`src/rtl/lcd_bus_capture.sv`:
```
// HD44780-style bus snooper: rebuilds bytes, DDRAM address and a 2x14 text image.
// Optional LCD_CAPTURE_ENTRY_MODE_EN enables the entry-mode I/D (decrement) setting.
module lcd_bus_capture #(
  parameter int SYNC_STAGES = 2
) (
  input  logic         clk,
  input  logic         reset,
  input  logic         lcd_e,
  input  logic         lcd_rs,
  input  logic         lcd_rw,
  input  logic         lcd_4,
  input  logic         lcd_5,
  input  logic         lcd_6,
  input  logic         lcd_7,
  output logic [223:0] text,
  output logic [7:0]   byte_out,
  output logic         byte_rs,
  output logic         byte_valid,
  output logic         mode4,
  output logic [6:0]   addr
);

  typedef enum logic [1:0] {S_MODE8, S_HI, S_LO} state_t;

  // sync word layout: {e, rs, rw, d7, d6, d5, d4}
  logic [6:0]   r_sync [SYNC_STAGES];
  logic [6:0]   w_s;
  logic         r_e_prev;
  logic         w_fall;
  logic         r_stb;
  logic         r_rs;
  logic [3:0]   r_nib;
  logic [3:0]   r_hi;
  state_t       r_state;
  state_t       w_next;
  logic         w_done;
  logic [7:0]   w_byte;
  logic [223:0] r_text;
  logic [7:0]   r_byte;
  logic         r_byte_rs;
  logic         r_valid;
  logic [6:0]   r_addr;
  logic         w_in_lo;
  logic         w_in_hi;
  logic [4:0]   w_idx;
  logic [6:0]   w_step;
`ifdef LCD_CAPTURE_ENTRY_MODE_EN
  logic         r_id;
`endif

  assign w_s    = r_sync[SYNC_STAGES-1];
  assign w_fall = r_e_prev & ~w_s[6];

  always_ff @(posedge clk or posedge reset) begin
    if (reset) begin
      for (int i = 0; i < SYNC_STAGES; i++) r_sync[i] <= '0;
      r_e_prev <= 1'b0;
      r_stb    <= 1'b0;
      r_rs     <= 1'b0;
      r_nib    <= 4'h0;
    end else begin
      r_sync[0] <= {lcd_e, lcd_rs, lcd_rw, lcd_7, lcd_6, lcd_5, lcd_4};
      for (int i = 1; i < SYNC_STAGES; i++) r_sync[i] <= r_sync[i-1];
      r_e_prev <= w_s[6];
      r_stb    <= w_fall & ~w_s[4];
      r_rs     <= w_s[5];
      r_nib    <= w_s[3:0];
    end
  end

  always_ff @(posedge clk or posedge reset) begin
    if (reset) begin
      r_state <= S_MODE8;
      r_hi    <= 4'h0;
    end else begin
      r_state <= w_next;
      if (r_stb && r_state == S_HI) r_hi <= r_nib;
    end
  end

  always_comb begin
    w_next = r_state;
    unique case (r_state)
      S_MODE8: if (r_stb && r_nib == 4'h2 && !r_rs) w_next = S_HI;
      S_HI:    if (r_stb) w_next = S_LO;
      S_LO:    if (r_stb) w_next = (!r_rs && r_hi == 4'h3) ? S_MODE8 : S_HI;
      default: w_next = S_MODE8;
    endcase
  end

  always_comb begin
    w_done = 1'b0;
    w_byte = {r_nib, 4'h0};
    mode4  = (r_state != S_MODE8);
    unique case (r_state)
      S_MODE8: w_done = r_stb;
      S_LO: begin
        w_done = r_stb;
        w_byte = {r_hi, r_nib};
      end
      default: ;
    endcase
  end

  // line 2 (0x40..0x4D) maps onto chars 14..27
  assign w_in_lo = (r_addr <= 7'h0D);
  assign w_in_hi = (r_addr >= 7'h40) && (r_addr <= 7'h4D);
  assign w_idx   = w_in_lo ? r_addr[4:0] : r_addr[4:0] + 5'd14;
`ifdef LCD_CAPTURE_ENTRY_MODE_EN
  assign w_step  = r_id ? r_addr + 7'd1 : r_addr - 7'd1;
`else
  assign w_step  = r_addr + 7'd1;
`endif

  always_ff @(posedge clk or posedge reset) begin
    if (reset) begin
      r_text    <= {28{8'h20}};
      r_byte    <= 8'h00;
      r_byte_rs <= 1'b0;
      r_valid   <= 1'b0;
      r_addr    <= 7'h00;
`ifdef LCD_CAPTURE_ENTRY_MODE_EN
      r_id      <= 1'b1;
`endif
    end else begin
      r_valid <= w_done;
      if (w_done) begin
        r_byte    <= w_byte;
        r_byte_rs <= r_rs;
        if (r_rs) begin
          for (int i = 0; i < 28; i++)
            if ((w_in_lo || w_in_hi) && w_idx == 5'(i))
              r_text[8*(27-i) +: 8] <= w_byte;
          r_addr <= w_step;
        end else begin
          unique case (1'b1)
            w_byte[7]:            r_addr <= w_byte[6:0];
            w_byte == 8'h01: begin
              r_text <= {28{8'h20}};
              r_addr <= 7'h00;
            end
            w_byte[7:1] == 7'h01: r_addr <= 7'h00;
`ifdef LCD_CAPTURE_ENTRY_MODE_EN
            w_byte[7:2] == 6'h01: r_id <= w_byte[1];
`endif
            default: ;
          endcase
        end
      end
    end
  end

  assign text       = r_text;
  assign byte_out   = r_byte;
  assign byte_rs    = r_byte_rs;
  assign byte_valid = r_valid;
  assign addr       = r_addr;

endmodule

```
`config.mk`:
```
export PLATFORM = sky130hd
export DESIGN_NAME = lcd_bus_capture
export DESIGN_NICKNAME = d
export VERILOG_FILES = /design/src/rtl/lcd_bus_capture.sv
export SDC_FILE = /design/constraint.sdc
export NUM_CORES = 1
export LEC_CHECK = 0
export CAP_MARGIN = 30
export CORE_AREA = 2 2 114 198
export CTS_BUF_LIST = sky130_fd_sc_hd__clkbuf_4 sky130_fd_sc_hd__clkbuf_8
export CTS_CLUSTER_DIAMETER = 100
export DETAILED_ROUTE_END_ITERATION = 8
export DIE_AREA = 0 0 116 200
export PLACE_DENSITY = 0.84
export SLEW_MARGIN = 20
export SYNTH_ARGS = -nofsm -noshare
export SYNTH_HDL_FRONTEND = slang
export SYNTH_SLANG_ARGS = --single-unit
```
`constraint.sdc`:
```
create_clock -name clk -period 18.6 [get_ports clk]
set_input_delay 3.72 -clock clk [delete_from_list [all_inputs] [get_ports clk]]
set_output_delay 3.72 -clock clk [all_outputs]
set_load 0.05 [all_outputs]
```
==> results of run 1 <==
-- worst reg2reg max path, cell delays in order (launching register included) --
cell	delay (ns)
sky130_fd_sc_hd__dfrtp_2	0.34
sky130_fd_sc_hd__buf_4	0.63
sky130_fd_sc_hd__inv_1	0.59
sky130_fd_sc_hd__nor2_2	0.27
sky130_fd_sc_hd__buf_4	0.31
sky130_fd_sc_hd__and3_1	0.84
sky130_fd_sc_hd__nand3_1	0.20
sky130_fd_sc_hd__o211ai_1	0.18
-- per-layer routing --
| metal | global-route usage, % | vias up | share of wire (%) |
|---|---|---|---|
| li1 | - | 4405 | - |
| met1 | 37.0 | 4949 | 36 |
| met2 | 52.6 | 521 | 52 |
| met3 | 4.92 | 117 | 6.8 |
| met4 | 16.0 | 0 | 5.2 |
| met5 | 0 | - | 0 |
-- state kept, by name, indices dropped and copies added (netlist names) --
name / cells
text: 224
byte_out: 8
addr: 7
r_sync: 7
w_s: 7
r_hi: 4
r_nib: 4
r_state: 2
byte_rs: 1
byte_valid: 1
r_e_prev: 1
r_rs: 1
r_stb: 1
-- cells in the final DEF (no fill, tap or decap), types with 28 or more instances in the layout --
| cell type | netlist | routed |
|---|---|---|
| sky130_fd_sc_hd__nand2_1 | 145 | 145 |
| sky130_fd_sc_hd__a22o_1 | 49 | 49 |
| sky130_fd_sc_hd__nor2_1 | 38 | 36 |
| sky130_fd_sc_hd__clkbuf_8 | 0 | 47 |
| sky130_fd_sc_hd__clkdlybuf4s50_1 | 0 | 250 |
| sky130_fd_sc_hd__o21ai_0 | 55 | 54 |
| sky130_fd_sc_hd__o2bb2ai_1 | 35 | 35 |
| sky130_fd_sc_hd__dfstp_2 | 28 | 28 |
| sky130_fd_sc_hd__nand3_1 | 72 | 72 |
| sky130_fd_sc_hd__dfrtp_1 | 240 | 239 |
| sky130_fd_sc_hd__o211ai_1 | 98 | 98 |
-- power breakdown --
group,internal (uW),switching [uW]
logic,129,305
registers,635,45.5
clock network,253,224
total,1020,574
-- layout make-up --
type / count / area, sq um
repair buffers: 269 / 2700
clock buffers: 59 / 737
multi-input cells: 702 / 4490
inverters: 24 / 97.6
flip-flops and latches: 268 / 6740
fillers: 1594 / 6310
clock inverters: 9 / 50.0
well taps: 292 / 365
-- worst paths after layout --
kind	start	end	slack (ns)
max in group asynchronous	reset	text[141]$_DFFE_PP1P_	13.57
max reg2reg	r_rs$_DFF_PP0_	text[123]$_DFFE_PP0P_	15.13
min	r_sync[7]$_DFF_PP0_	w_s[0]$_DFF_PP0_	0.35
min in group asynchronous	reset	byte_out[1]$_DFFE_PP0P_	3.73
max	r_state[1]$_DFFE_PP0P_	mode4	12.67
min reg2reg	r_sync[7]$_DFF_PP0_	w_s[0]$_DFF_PP0_	0.35
-- cells by family (layout without fill, tap and decap cells) --
family	after synthesis	in the layout	synth area share [%]
AOI/OAI and AO/OA	352	352	23.0
and+or+nand+nor	328	328	13.0
DFF	268	268	57.7
buffers and inverters	114	361	4.22
muxes	13	13	1.25
adders and majority gates	6	6	0.642
xor gates and xnor gates	3	3	0.225
-- stage by stage --
| stage | instances | hold WS, ns | util (%) | power (uW) |
|---|---|---|---|---|
| finish | 1623 | 0.346 | 70.6 | 1590 |
| global placement | 1550 | 0.331 | 66.5 | 1110 |
| global route | 1623 | 0.361 | 70.6 | 1650 |
| CTS | 1620 | 0.350 | 70.4 | 1590 |
| floorplan | 1084 | 0.331 | - | 981 |
| detailed placement | 1552 | 0.336 | 66.7 | 1120 |
==> reports/metrics.cfg, run 1 <==
[logic_synthesis]
syn-instance-count=1084
seq_area_frac_synth_pct=57.7
synth.area.top_cells=sky130_fd_sc_hd__dfrtp_1, sky130_fd_sc_hd__dfstp_2, sky130_fd_sc_hd__o211ai_1, sky130_fd_sc_hd__nand2_1, sky130_fd_sc_hd__a22o_1
postSynthRegisterBits=268
synth.yosys.warnings=0
yosys_most_used_dff=sky130_fd_sc_hd__dfrtp_1
syn-mean-instance-area_sq_um=10.8
synth_cell_types=67
synthDominantCellAreaShare_pct=51.4
area_leader_netlist=sky130_fd_sc_hd__dfrtp_1
synth_commonest_cells=sky130_fd_sc_hd__dfrtp_1, sky130_fd_sc_hd__nand2_1, sky130_fd_sc_hd__o211ai_1, sky130_fd_sc_hd__nand3_1, sky130_fd_sc_hd__clkbuf_1
synth.net_count=1099
syn_area_sq_um=11700
synth_edf_count=0
async_flop_share_pct=100
synth.most_common_cell=sky130_fd_sc_hd__dfrtp_1

[detailed_routing]
drt_wl_total_um=35900
drt_pre_antenna_iters=5
ant_nets=0
vias=9992
route.detailed.drc=0
route.detailed.wl_per_inst_um=22.1
drt_iter0_markers=1203
route.detailed.vias_per_inst=6.16

[cts]
post_cts_resize_count=0
cts_inserted_buffers=37
clock_slew_seen_by_the_registers_of_the_worst_setup_and_hold_paths_ns=0.07
h-tree-depth=2
cts.hold.buffers_added=0
tritoncts=built
cts_post_setup_buffers_inserted=0
numClockSinks=268
insertion_delay_ns=0.52
cts-root-buf=sky130_fd_sc_hd__clkbuf_8
clockBufferDepth=3

[worst_setup_path]
critPathSlowestCell=sky130_fd_sc_hd__clkdlybuf4s50_1
cp.depth=2
largest_incremental_delay_on_the_critical_path_ns=0.80
cp_cell_sequence=or2_2, clkdlybuf4s50_1
cp-end-kind=output pin
worst-path-buf-inv=1
required_ns=14.88
critPathKind=reg2out
worst_path_dominant_cell_family=buffers and inverters
startpoint_types=register
cp_data_arrival_time_ns=2.21
rr_worst_depth=7
top_fanout_value_on_the_critical_path=20

[timing]
post-route-worst-setup-slack_ns=12.67
timing.setup.tns_ns=0
final.period_utilization_pct=31.9
final.min_clock_period_ns=5.93
finalHoldViolCount=0
grt_setup_unrepaired=no
number_of_setup_violations_in_the_final_report=0
fmax_mhz=169
timing_worst_slew_pin_value_ns=0.956
timing.slew.headroom_pct=36.2
maxSlewViolCount=0
final.setup_skew_ns=0.0180

[global_routing]
antenna_violations_before_repair=0
global_route_wire_length_before_repair_um=54700
grt_max_degree=111
globalRouteTotalUtil_pct=30.7
grt_overflow=0
first_global_vias=9797

[floorplanning]
design.die.area_sq_um=23200
die_w_um=116
floorplan.core_area_sq_um=21500
initial_utilization_pct=54.4
num_rows=71
number_of_top_level_design_ports=251
dieHeight_um=200

[placement]
placed_cell_area_sq_um=14300
detailed_place_hpwl_um=24300
pre_cts_slack_ns=12.81
routabilityCongestion=0.891
port_buffers=250

[status]
status=finished clean

[final_layout]
nets=1317
area.growth.synth_to_final_pct=29.9
fin_area_sq_um=15200
n_antenna_cell=0
drive_gt1_share_pct=12.1

[flow_run]
max-cap-violations=0

[power_and_ir_drop]
max-vdd-ir-drop_mv=0.0778
power.leakage_uw=0.00644
pwr_density_cell_nw_per_um2=105

[worst_hold_path]
hold_path_depth=0
hold_path_class=reg2reg

Note: power is estimated with default switching activity, not from simulation.
==> run 2, diff against run 1 <==
Settings changed: CORE_AREA 2 2 114 198 to 2 2 121 212, DIE_AREA 0 0 116 200 to 0 0 123 214, PLACE_DENSITY 0.84 to 0.78.
Clock period 18.6 ns to 5.3 ns, I/O delays scaled along.
==> run 2 against run 1 <==
Non-clock buffer count is the same. Die area grew 13%. Total power grew to 3.6 times the previous value. Final cell count grew 1.3%. Final area grew 0.40%. First-iteration DRC count shrank 34%. Routed wire length grew 1.3%. Hold slack lost 0.0042 ns. Critical path type is now reg2reg. Critical endpoint is now text[112]$_DFFE_PP0P_. Highest routed layer unchanged.
==> reports/metrics.cfg, run 2 (synthesis gave the netlist of run 1 again) <==
[status]
status=finished clean  ; unchanged

[global_routing]
global_route_wire_length_before_repair_um=56300  ; was 54700 um
globalRouteTotalUtil_pct=27.5  ; was 30.7%
antenna_violations_before_repair=0  ; unchanged
grt_max_degree=128  ; was 111
grt_overflow=0  ; unchanged
first_global_vias=9873  ; was 9797

[power_and_ir_drop]
pwr_density_cell_nw_per_um2=373  ; was 105 nW/um^2
power.leakage_uw=0.00647  ; was 0.00644 uW
max-vdd-ir-drop_mv=0.227  ; was 0.0778 mV

[placement]
port_buffers=250  ; unchanged
routabilityCongestion=0.916  ; was 0.891
detailed_place_hpwl_um=24700  ; was 24300 um
placed_cell_area_sq_um=14400  ; was 14300 sq um
place_inst=1572  ; was 1552

[worst_setup_path]
cp_cell_sequence=inv_1, ha_1, or3b_2, a21oi_1, o211a_1, a21oi_1, a211o_1  ; was or2_2, clkdlybuf4s50_1
critPathKind=reg2reg  ; was reg2out
critPathSlowestCell=sky130_fd_sc_hd__dfrtp_1  ; was sky130_fd_sc_hd__clkdlybuf4s50_1
setup.worst_path.start=addr[1]$_DFFE_PP0P_  ; was r_state[1]$_DFFE_PP0P_
cp.depth=7  ; was 2
largest_incremental_delay_on_the_critical_path_ns=0.66  ; was 0.80 ns
cp-end-kind=register  ; was output pin
top_fanout_value_on_the_critical_path=16  ; was 20
startpoint_types=register  ; unchanged
worst_path_dominant_cell_family=compound AO/OA/AOI/OAI gates  ; was buffers and inverters
worst-path-buf-inv=1  ; unchanged
minimum_setup_slack_among_reg_to_reg_paths_ns=1.96  ; was 15.13 ns
rr_worst_depth=7  ; unchanged
required_ns=5.73  ; was 14.88 ns
cp_common_cell=sky130_fd_sc_hd__a21oi_1
reg2reg_to=text[112]$_DFFE_PP0P_  ; was text[123]$_DFFE_PP0P_
timing.critical_path.to=text[112]$_DFFE_PP0P_  ; was mode4
critical_path.reg2reg.startpoint=addr[1]$_DFFE_PP0P_  ; was r_rs$_DFF_PP0_
cp_data_arrival_time_ns=3.77  ; was 2.21 ns

[detailed_routing]
route.detailed.drc=0  ; unchanged
drt_pre_antenna_iters=6  ; was 5
route.detailed.vias_per_inst=6.06  ; was 6.16
drt_wl_total_um=36300  ; was 35900 um
route.detailed.wl_per_inst_um=22.1  ; about the same
ant_nets=0  ; unchanged
vias=9955  ; was 9992
drt_iter0_markers=798  ; was 1203

[cts]
tritoncts=built  ; unchanged
numClockSinks=268  ; unchanged
clock_slew_seen_by_the_registers_of_the_worst_setup_and_hold_paths_ns=0.07  ; about the same
cts-root-buf=sky130_fd_sc_hd__clkbuf_8  ; unchanged
cts_post_setup_buffers_inserted=0  ; unchanged
cts_inserted_buffers=39  ; was 37
post_cts_resize_count=0  ; unchanged
clockBufferDepth=3  ; unchanged
insertion_delay_ns=0.55  ; was 0.52 ns
cts.hold.buffers_added=0  ; unchanged
h-tree-depth=2  ; unchanged

[floorplanning]
die_w_um=123  ; was 116 um
dieHeight_um=214  ; was 200 um
design.die.area_sq_um=26300  ; was 23200 sq um
floorplan.core_area_sq_um=24500  ; was 21500 sq um
num_rows=76  ; was 71
initial_utilization_pct=47.6  ; was 54.4%
number_of_top_level_design_ports=251  ; unchanged

[timing]
maxSlewViolCount=0  ; unchanged
final.min_clock_period_ns=3.34
finalHoldViolCount=0  ; unchanged
timing_worst_slew_pin_value_ns=1.04  ; was 0.956 ns
final.setup_skew_ns=0.0253  ; was 0.0180 ns
timing.setup.tns_ns=0  ; unchanged
timing.slew.headroom_pct=30.9  ; was 36.2%
final.period_utilization_pct=63.1
number_of_setup_violations_in_the_final_report=0  ; unchanged
fmax_mhz=299
grt_setup_unrepaired=no  ; unchanged

[final_layout]
n_antenna_cell=0  ; unchanged
finish.cell_count_without_fillers=1644  ; was 1623
nets=1319  ; was 1317
layout_common_cells=sky130_fd_sc_hd__clkdlybuf4s50_1, sky130_fd_sc_hd__dfrtp_1, sky130_fd_sc_hd__nand2_1  ; unchanged
area.growth.synth_to_final_pct=30.4  ; was 29.9%
fin_area_sq_um=15200  ; about the same
final_common_cell=sky130_fd_sc_hd__clkdlybuf4s50_1  ; unchanged
drive_gt1_share_pct=12.1  ; about the same
largest_reg_flops=224  ; unchanged
num-fill-cells=1994  ; was 1594

[flow_run]
max-cap-violations=0  ; unchanged

[worst_hold_path]
hold_path_class=reg2reg  ; unchanged

## run 2: worst min path at each step
stage | start | endpoint | slack [ns] | cells past startpoint
after floorplan | w_s[0]$_DFF_PP0_ | r_nib[0]$_DFF_PP0_ | 0.33 | 0
after global placement | w_s[1]$_DFF_PP0_ | r_nib[1]$_DFF_PP0_ | 0.33 | 0
after detailed placement | r_sync[8]$_DFF_PP0_ | w_s[1]$_DFF_PP0_ | 0.33 | 0
after CTS | w_s[0]$_DFF_PP0_ | r_nib[0]$_DFF_PP0_ | 0.34 | 0
after global routing | r_sync[9]$_DFF_PP0_ | w_s[2]$_DFF_PP0_ | 0.36 | 0
final | w_s[0]$_DFF_PP0_ | r_nib[0]$_DFF_PP0_ | 0.34 | 0
## run 2: area by class of cell
type / instances / area [sq um] / area share, %
flip-flops and latches: 268 / 6740 / 44.2
multi-input cells: 702 / 4490 / 29.4
repair buffers: 269 / 2700 / 17.7
clock buffers: 63 / 773 / 5.07
well taps: 312 / 390 / 2.56
inverters: 24 / 93.8 / 0.616
clock inverters: 6 / 55.1 / 0.361
## run 2: worst reg2reg max path, cell delays in order, from the launching register on
cell                      delay (ns)
sky130_fd_sc_hd__dfrtp_1        0.66
sky130_fd_sc_hd__inv_1          0.33
sky130_fd_sc_hd__ha_1           0.49
sky130_fd_sc_hd__or3b_2         0.47
sky130_fd_sc_hd__a21oi_1        0.30
sky130_fd_sc_hd__o211a_1        0.55
sky130_fd_sc_hd__a21oi_1        0.15
sky130_fd_sc_hd__a211o_1        0.29
## run 2: routing by layer
| layer | up-vias | track usage (%) | wire (um) |
|---|---|---|---|
| met5 | - | 0 | 0 |
| met4 | 0 | 14.8 | 1950 |
| met3 | 108 | 4.95 | 2500 |
| met2 | 469 | 45.3 | 18300 |
| met1 | 4979 | 34.0 | 13500 |
| li1 | 4399 | - | - |
## run 2: power breakdown
| part | switching (uW) | leakage, uW | internal, uW |
|---|---|---|---|
| Combinational | 1080 | 0.00271 | 453 |
| Clock | 782 | 0.000448 | 972 |
| Sequential | 169 | 0.00330 | 2230 |
## run 2: through the flow
stage | hold WS (ns) | worst slack, ns | power (uW) | util [%]
finish | 0.342 | 1.96 | 5680 | 62.1
detailed placement | 0.335 | 1.93 | 3950 | 58.6
CTS | 0.343 | 1.91 | 5700 | 62.0
global placement | 0.333 | 2.03 | 3910 | 58.5
floorplan | 0.331 | 0.723 | 3440 | -
global route | 0.356 | 1.77 | 5890 | 62.1
